### config.mk
export PLATFORM = sky130hd
export DESIGN_NAME = tx_shift_ctrl_flat
export DESIGN_NICKNAME = d
export VERILOG_FILES = /design/src/rtl/tx_shift_ctrl_if.sv /design/src/rtl/tx_shift_ctrl.sv /design/src/flat_wrapper.sv
export SDC_FILE = /design/constraint.sdc
export NUM_CORES = 1
export LEC_CHECK = 0
export CAP_MARGIN = 20
export CELL_PAD_IN_SITES_DETAIL_PLACEMENT = 0
export CELL_PAD_IN_SITES_GLOBAL_PLACEMENT = 1
export CORE_ASPECT_RATIO = 0.6
export CORE_MARGIN = 5
export CORE_UTILIZATION = 37
export DETAILED_ROUTE_END_ITERATION = 8
export MAX_ROUTING_LAYER = met4
export PLACE_DENSITY_LB_ADDON = 0.1
export SYNTH_ARGS = -nofsm -noshare
export SYNTH_HDL_FRONTEND = slang
export SYNTH_SLANG_ARGS = --single-unit
### constraint.sdc
create_clock -name clk -period 2.91 [get_ports clk]
set_input_delay 0.291 -clock clk [delete_from_list [all_inputs] [get_ports clk]]
set_output_delay 0.291 -clock clk [all_outputs]
set_load 0.01 [all_outputs]
### src/rtl/tx_shift_ctrl_if.sv
// Upstream byte handshake into the transmit shift controller.
interface tx_shift_ctrl_if #(
    parameter int DATA_BITS = 8
) ();
    logic                 tx_valid;
    logic [DATA_BITS-1:0] tx_data;
    logic                 tx_ready;

    modport master (output tx_valid, output tx_data, input tx_ready);
    modport slave  (input tx_valid, input tx_data, output tx_ready);
endinterface

### src/rtl/tx_shift_ctrl.sv
// Transmit byte controller: one-entry holding buffer feeding a parallel-to-serial
// shift register through load/shift strobes at a fixed bit rate.
//
// state    | meaning
// ST_INIT  | first cycle after reset, loads all-ones to force the line high
// ST_IDLE  | line idle high, waiting for a buffered byte
// ST_LOAD  | loads the buffered byte into the shift register
// ST_SHIFT | byte on the line; shifts once per bit period, chains the next byte
module tx_shift_ctrl #(
    parameter int DATA_BITS    = 8,
    parameter int CLKS_PER_BIT = 8
) (
    input  logic                 clk,
    input  logic                 rst,
    tx_shift_ctrl_if.slave       up,
    output logic                 load_enable,
    output logic                 shift_enable,
    output logic [DATA_BITS-1:0] parallel_out,
    output logic                 tx_active,
    output logic                 byte_done
);

    localparam int CNT_W = $clog2(DATA_BITS);
    localparam int TMR_W = $clog2(CLKS_PER_BIT);
    localparam logic [CNT_W-1:0] LAST_BIT  = CNT_W'(DATA_BITS - 1);
    localparam logic [TMR_W-1:0] LAST_TICK = TMR_W'(CLKS_PER_BIT - 1);

    typedef enum logic [1:0] {
        ST_INIT,
        ST_IDLE,
        ST_LOAD,
        ST_SHIFT
    } state_t;

    state_t               state;
    state_t               state_nxt;
    logic                 buf_full;
    logic                 buf_full_nxt;
    logic [DATA_BITS-1:0] hold_data;
    logic [CNT_W-1:0]     bit_cnt;
    logic [CNT_W-1:0]     bit_cnt_nxt;
    logic [TMR_W-1:0]     timer;
    logic [TMR_W-1:0]     timer_nxt;
    logic                 accept;

    // Pure decode of registered state: no path from tx_valid back to tx_ready.
    assign up.tx_ready = !rst && !buf_full && (state != ST_INIT);
    assign accept      = up.tx_valid && up.tx_ready;

    always_ff @(posedge clk) begin
        if (rst) begin
            state    <= ST_INIT;
            buf_full <= 1'b0;
            bit_cnt  <= '0;
            timer    <= '0;
        end else begin
            state    <= state_nxt;
            buf_full <= buf_full_nxt;
            bit_cnt  <= bit_cnt_nxt;
            timer    <= timer_nxt;
        end
    end

    always_ff @(posedge clk) begin
        if (rst) begin
            hold_data <= '0;
        end else if (accept) begin
            hold_data <= up.tx_data;
        end
    end

    always_comb begin
        state_nxt    = state;
        buf_full_nxt = buf_full;
        bit_cnt_nxt  = bit_cnt;
        timer_nxt    = timer;
        load_enable  = 1'b0;
        shift_enable = 1'b0;
        parallel_out = '1;
        tx_active    = 1'b0;
        byte_done    = 1'b0;

        if (!rst) begin
            case (state)
                ST_INIT: begin
                    load_enable = 1'b1;
                    state_nxt   = ST_IDLE;
                end
                ST_IDLE: begin
                    if (buf_full) begin
                        state_nxt = ST_LOAD;
                    end
                end
                ST_LOAD: begin
                    load_enable  = 1'b1;
                    parallel_out = hold_data;
                    tx_active    = 1'b1;
                    buf_full_nxt = 1'b0;
                    bit_cnt_nxt  = '0;
                    timer_nxt    = '0;
                    state_nxt    = ST_SHIFT;
                end
                ST_SHIFT: begin
                    tx_active = 1'b1;
                    if (timer == LAST_TICK) begin
                        timer_nxt = '0;
                        if (bit_cnt < LAST_BIT) begin
                            shift_enable = 1'b1;
                            bit_cnt_nxt  = bit_cnt + 1'b1;
                        end else begin
                            // Last bit ends: reload the line in the same cycle so
                            // a buffered byte follows with no idle bit.
                            byte_done   = 1'b1;
                            load_enable = 1'b1;
                            bit_cnt_nxt = '0;
                            if (buf_full) begin
                                parallel_out = hold_data;
                                buf_full_nxt = 1'b0;
                            end else begin
                                state_nxt = ST_IDLE;
                            end
                        end
                    end else begin
                        timer_nxt = timer + 1'b1;
                    end
                end
                default: begin
                    state_nxt = ST_INIT;
                end
            endcase

            // Accept needs an empty buffer and drain needs a full one, so they never collide.
            if (accept) begin
                buf_full_nxt = 1'b1;
            end
        end
    end

endmodule
### src/flat_wrapper.sv
// flat-port wrapper written by rule: the top's interface ports become plain ports
module tx_shift_ctrl_flat 
#(
    parameter int DATA_BITS    = 8,
    parameter int CLKS_PER_BIT = 8
)
  (clk, rst, load_enable, shift_enable, parallel_out, tx_active, byte_done, up_tx_valid, up_tx_data, up_tx_ready);
  tx_shift_ctrl_if #(.DATA_BITS(DATA_BITS)) up_i ();
  input  logic clk;
  input  logic rst;
  output logic load_enable;
  output logic shift_enable;
  output logic [DATA_BITS-1:0] parallel_out;
  output logic tx_active;
  output logic byte_done;
  input wire logic [$bits(up_i.tx_valid)-1:0] up_tx_valid;
  input wire logic [$bits(up_i.tx_data)-1:0] up_tx_data;
  output wire logic [$bits(up_i.tx_ready)-1:0] up_tx_ready;
  assign up_i.tx_valid = up_tx_valid;
  assign up_i.tx_data = up_tx_data;
  assign up_tx_ready = up_i.tx_ready;
  tx_shift_ctrl #(.DATA_BITS(DATA_BITS), .CLKS_PER_BIT(CLKS_PER_BIT)) u_core (.clk(clk), .rst(rst), .up(up_i), .load_enable(load_enable), .shift_enable(shift_enable), .parallel_out(parallel_out), .tx_active(tx_active), .byte_done(byte_done));
endmodule
==> run metrics <==
peak per-stage delay on the critical path 0.50 ns; Via Count 812; Num CTS Buffers 3; Post-Synthesis Cells 111; Final #Nets 155; final wirelength 2050 um; Clock Latency Late Sink 0.25 ns; initial drt markers 62; crit path buf inv count 1; drt drc 0; Rel. slew slack 65.1%; multi-input gate area in the final layout 553 um^2; crit path from u_core.state[0]; Seq cells post-synth 17; Area growth syn-to-layout 30.9%; Max VDD drop 0.254 mV; DRT Pass-1 Iters 4; initial antenna violation count 0; clock tree sinks 17; Post-Syn Nets 131; hold_sp u_core.hold_data[7]; register area share after synthesis 36.2%; Crit Path Max Fanout 15; Register Area 340 um^2; status finished, final reports clean; YS warnings 0; CP required 2.62 ns; Crit Reg-Reg Startpoint u_core.state[0]; worst-path cell chain ha_1 -> a31oi_1 -> nor3_2 -> nand2b_1 -> clkdlybuf4s50_1; PwrDens 618 nW/um^2; Initial Utilization 38.1%; final routed wire length divided by cell count 12.3 um; Hold-fix buffers, CTS 0; Reg clk slew, reported paths 0.06 ns; Distinct cells, synth 28; row cnt 14; Max Fclk 378 MHz; core box area 2470 um^2; endpoints failing hold 0; Leakage 0.485 nW; average size of a mapped cell 8.48 um^2; worst hold path class flip-flop to flip-flop; element type at the critical path end output pin; postcts setup bufs 0; number of max-cap violations 0; RSZ-0062 raised after global routing false; ANT nets after route 0; vias in the first global route 758; startpoint types flip-flop; slowest CP cell ha_1; TritonCTS clock tree built; placed cells 162; gpl congestion 0.756; first-pass GRT wire length 3370 um; setup TNS 0 ns; share of cells above drive strength 1 6.72%; largest net degree at the start of global routing 25; GRT Residual Overflow 0; fin crit period 2.65 ns; diode count 0; Final period util 90.9%; vias per cell 4.89; root buffer cell clkbuf_8; Cell Area, Synth 941 um^2; Worst path top cell family by delay simple AND/OR/NAND/NOR gates; CTS H-tree lvls 1; PortBufs 23; DP Wirelength 1490 um; Gates resized, CTS repair 0; leading cell type in the layout, fill and taps excluded clkdlybuf4s50_1; Die ar. 3680 um^2; gr usage total 12.2%; Max Buffers Root-to-Sink 2; Slew Viols, Final 0; most frequent cells in the layout clkdlybuf4s50_1, nand2b_1, dfxtp_1; # setup viols final 0; Worst Skew 0.00266 ns; Die Height 49.1 um; Arrival @ worst endpoint 2.35 ns; Layout Cells excl Fill 166; FILL cells 254; I/O Pins 24; die width 75.1 um; CP Class flip-flop to output pin; Worst-Margin Slew 0.521 ns
-- cell families after synthesis --
group	synth area share [%]
AND/OR/NAND/NOR	31.5
AO/OA/AOI/OAI	13.0
flip-flops	36.2
buffers and inverters	5.05
adder cells (fa/ha/maj)	12.0
multiplexers	2.26
-- layout make-up --
class | count | share of cell area [%]
clock buffers | 4 | 3.66
inverters | 4 | 1.22
multi-input cells | 85 | 44.9
flip-flops and latches | 17 | 27.6
well taps | 32 | 3.25
repair buffers | 24 | 19.3
-- report_power, final --
group / switching (W) / leakage, nW / internal, W
Clock: 0.0000771 / 0.0228 / 0.0000971
Combinational: 0.000145 / 0.324 / 0.000142
Sequential: 0.0000264 / 0.138 / 0.000273
Total: 0.000249 / 0.485 / 0.000513
-- layer usage --
metal / vias up / part of all wire, % / global-route usage (%)
met5: - / 0 / -
met4: 0 / 2.3 / 4.44
met3: 8 / 5.7 / 4.73
met2: 17 / 42 / 16.8
met1: 371 / 50 / 16.1
li1: 416 / - / -
-- path summary, 6_finish.rpt --
kind / end / slack [ns] / depth (start not counted)
max: parallel_out[3] / 0.26 / 5
min: u_core.hold_data[7] / 0.46 / 2
max reg2reg: u_core.state[0] / 1.15 / 4
min reg2reg: u_core.hold_data[7] / 0.46 / 2
-- worst register-to-register path: stages (launching register included) --
cell	delay, ns
dfxtp_1	0.38
ha_1	0.50
nor2b_2	0.35
a221oi_2	0.08
mux2_1	0.34
-- cell usage after synthesis --
cell type | number | area share, %
nand2b_1 | 20 | 13
dfxtp_1 | 17 | 36
nor2_1 | 13 | 5.2
nand2_1 | 10 | 4.0
ha_1 | 9 | 12
o21ai_0 | 6 | 3.2
a21oi_1 | 5 | 2.7
inv_1 | 4 | 1.6
nor3b_1 | 3 | 2.4
o21ai_1 | 3 | 1.6
a31oi_1 | 2 | 1.3
buf_2 | 2 | 1.1
nor3_2 | 2 | 2.1
a211oi_1 | 1 | 0.80
a221oi_2 | 1 | 1.6
a311oi_1 | 1 | 0.93
a32oi_1 | 1 | 0.93
and2_1 | 1 | 0.67
and3_4 | 1 | 1.2
buf_4 | 1 | 0.80
buf_6 | 1 | 1.2
clkbuf_1 | 1 | 0.40
mux2_1 | 1 | 1.2
mux2i_1 | 1 | 1.1
nand3_1 | 1 | 0.53
nor2b_1 | 1 | 0.67
nor2b_2 | 1 | 0.93
nor3_1 | 1 | 0.53
-- through the flow --
stage | hold WS, ns | util, % | setup slack, ns | total power, W | cell area [um^2]
6_report | 0.462 | 49.8 | 0.265 | 0.000761 | 1230
5_1_grt | 0.484 | 49.8 | 0.0524 | 0.000819 | 1230
4_1_cts | 0.465 | 49.8 | 0.209 | 0.000776 | 1230
3_5_place_dp | 0.453 | 48.0 | 0.494 | 0.000592 | 1190
3_3_place_gp | 0.447 | 48.0 | 0.545 | 0.000586 | 1190
2_1_floorplan | 0.400 | - | 1.32 | 0.000486 | 941
-- state kept, by name, indices dropped and copies added, names as in the netlist --
| register | cells |
|---|---|
| u_core.bit_cnt | 3 |
| u_core.buf_full | 1 |
| u_core.hold_data | 8 |
| u_core.timer | 3 |
| u_core.state | 2 |
Note: power is estimated with default switching activity, not from simulation.
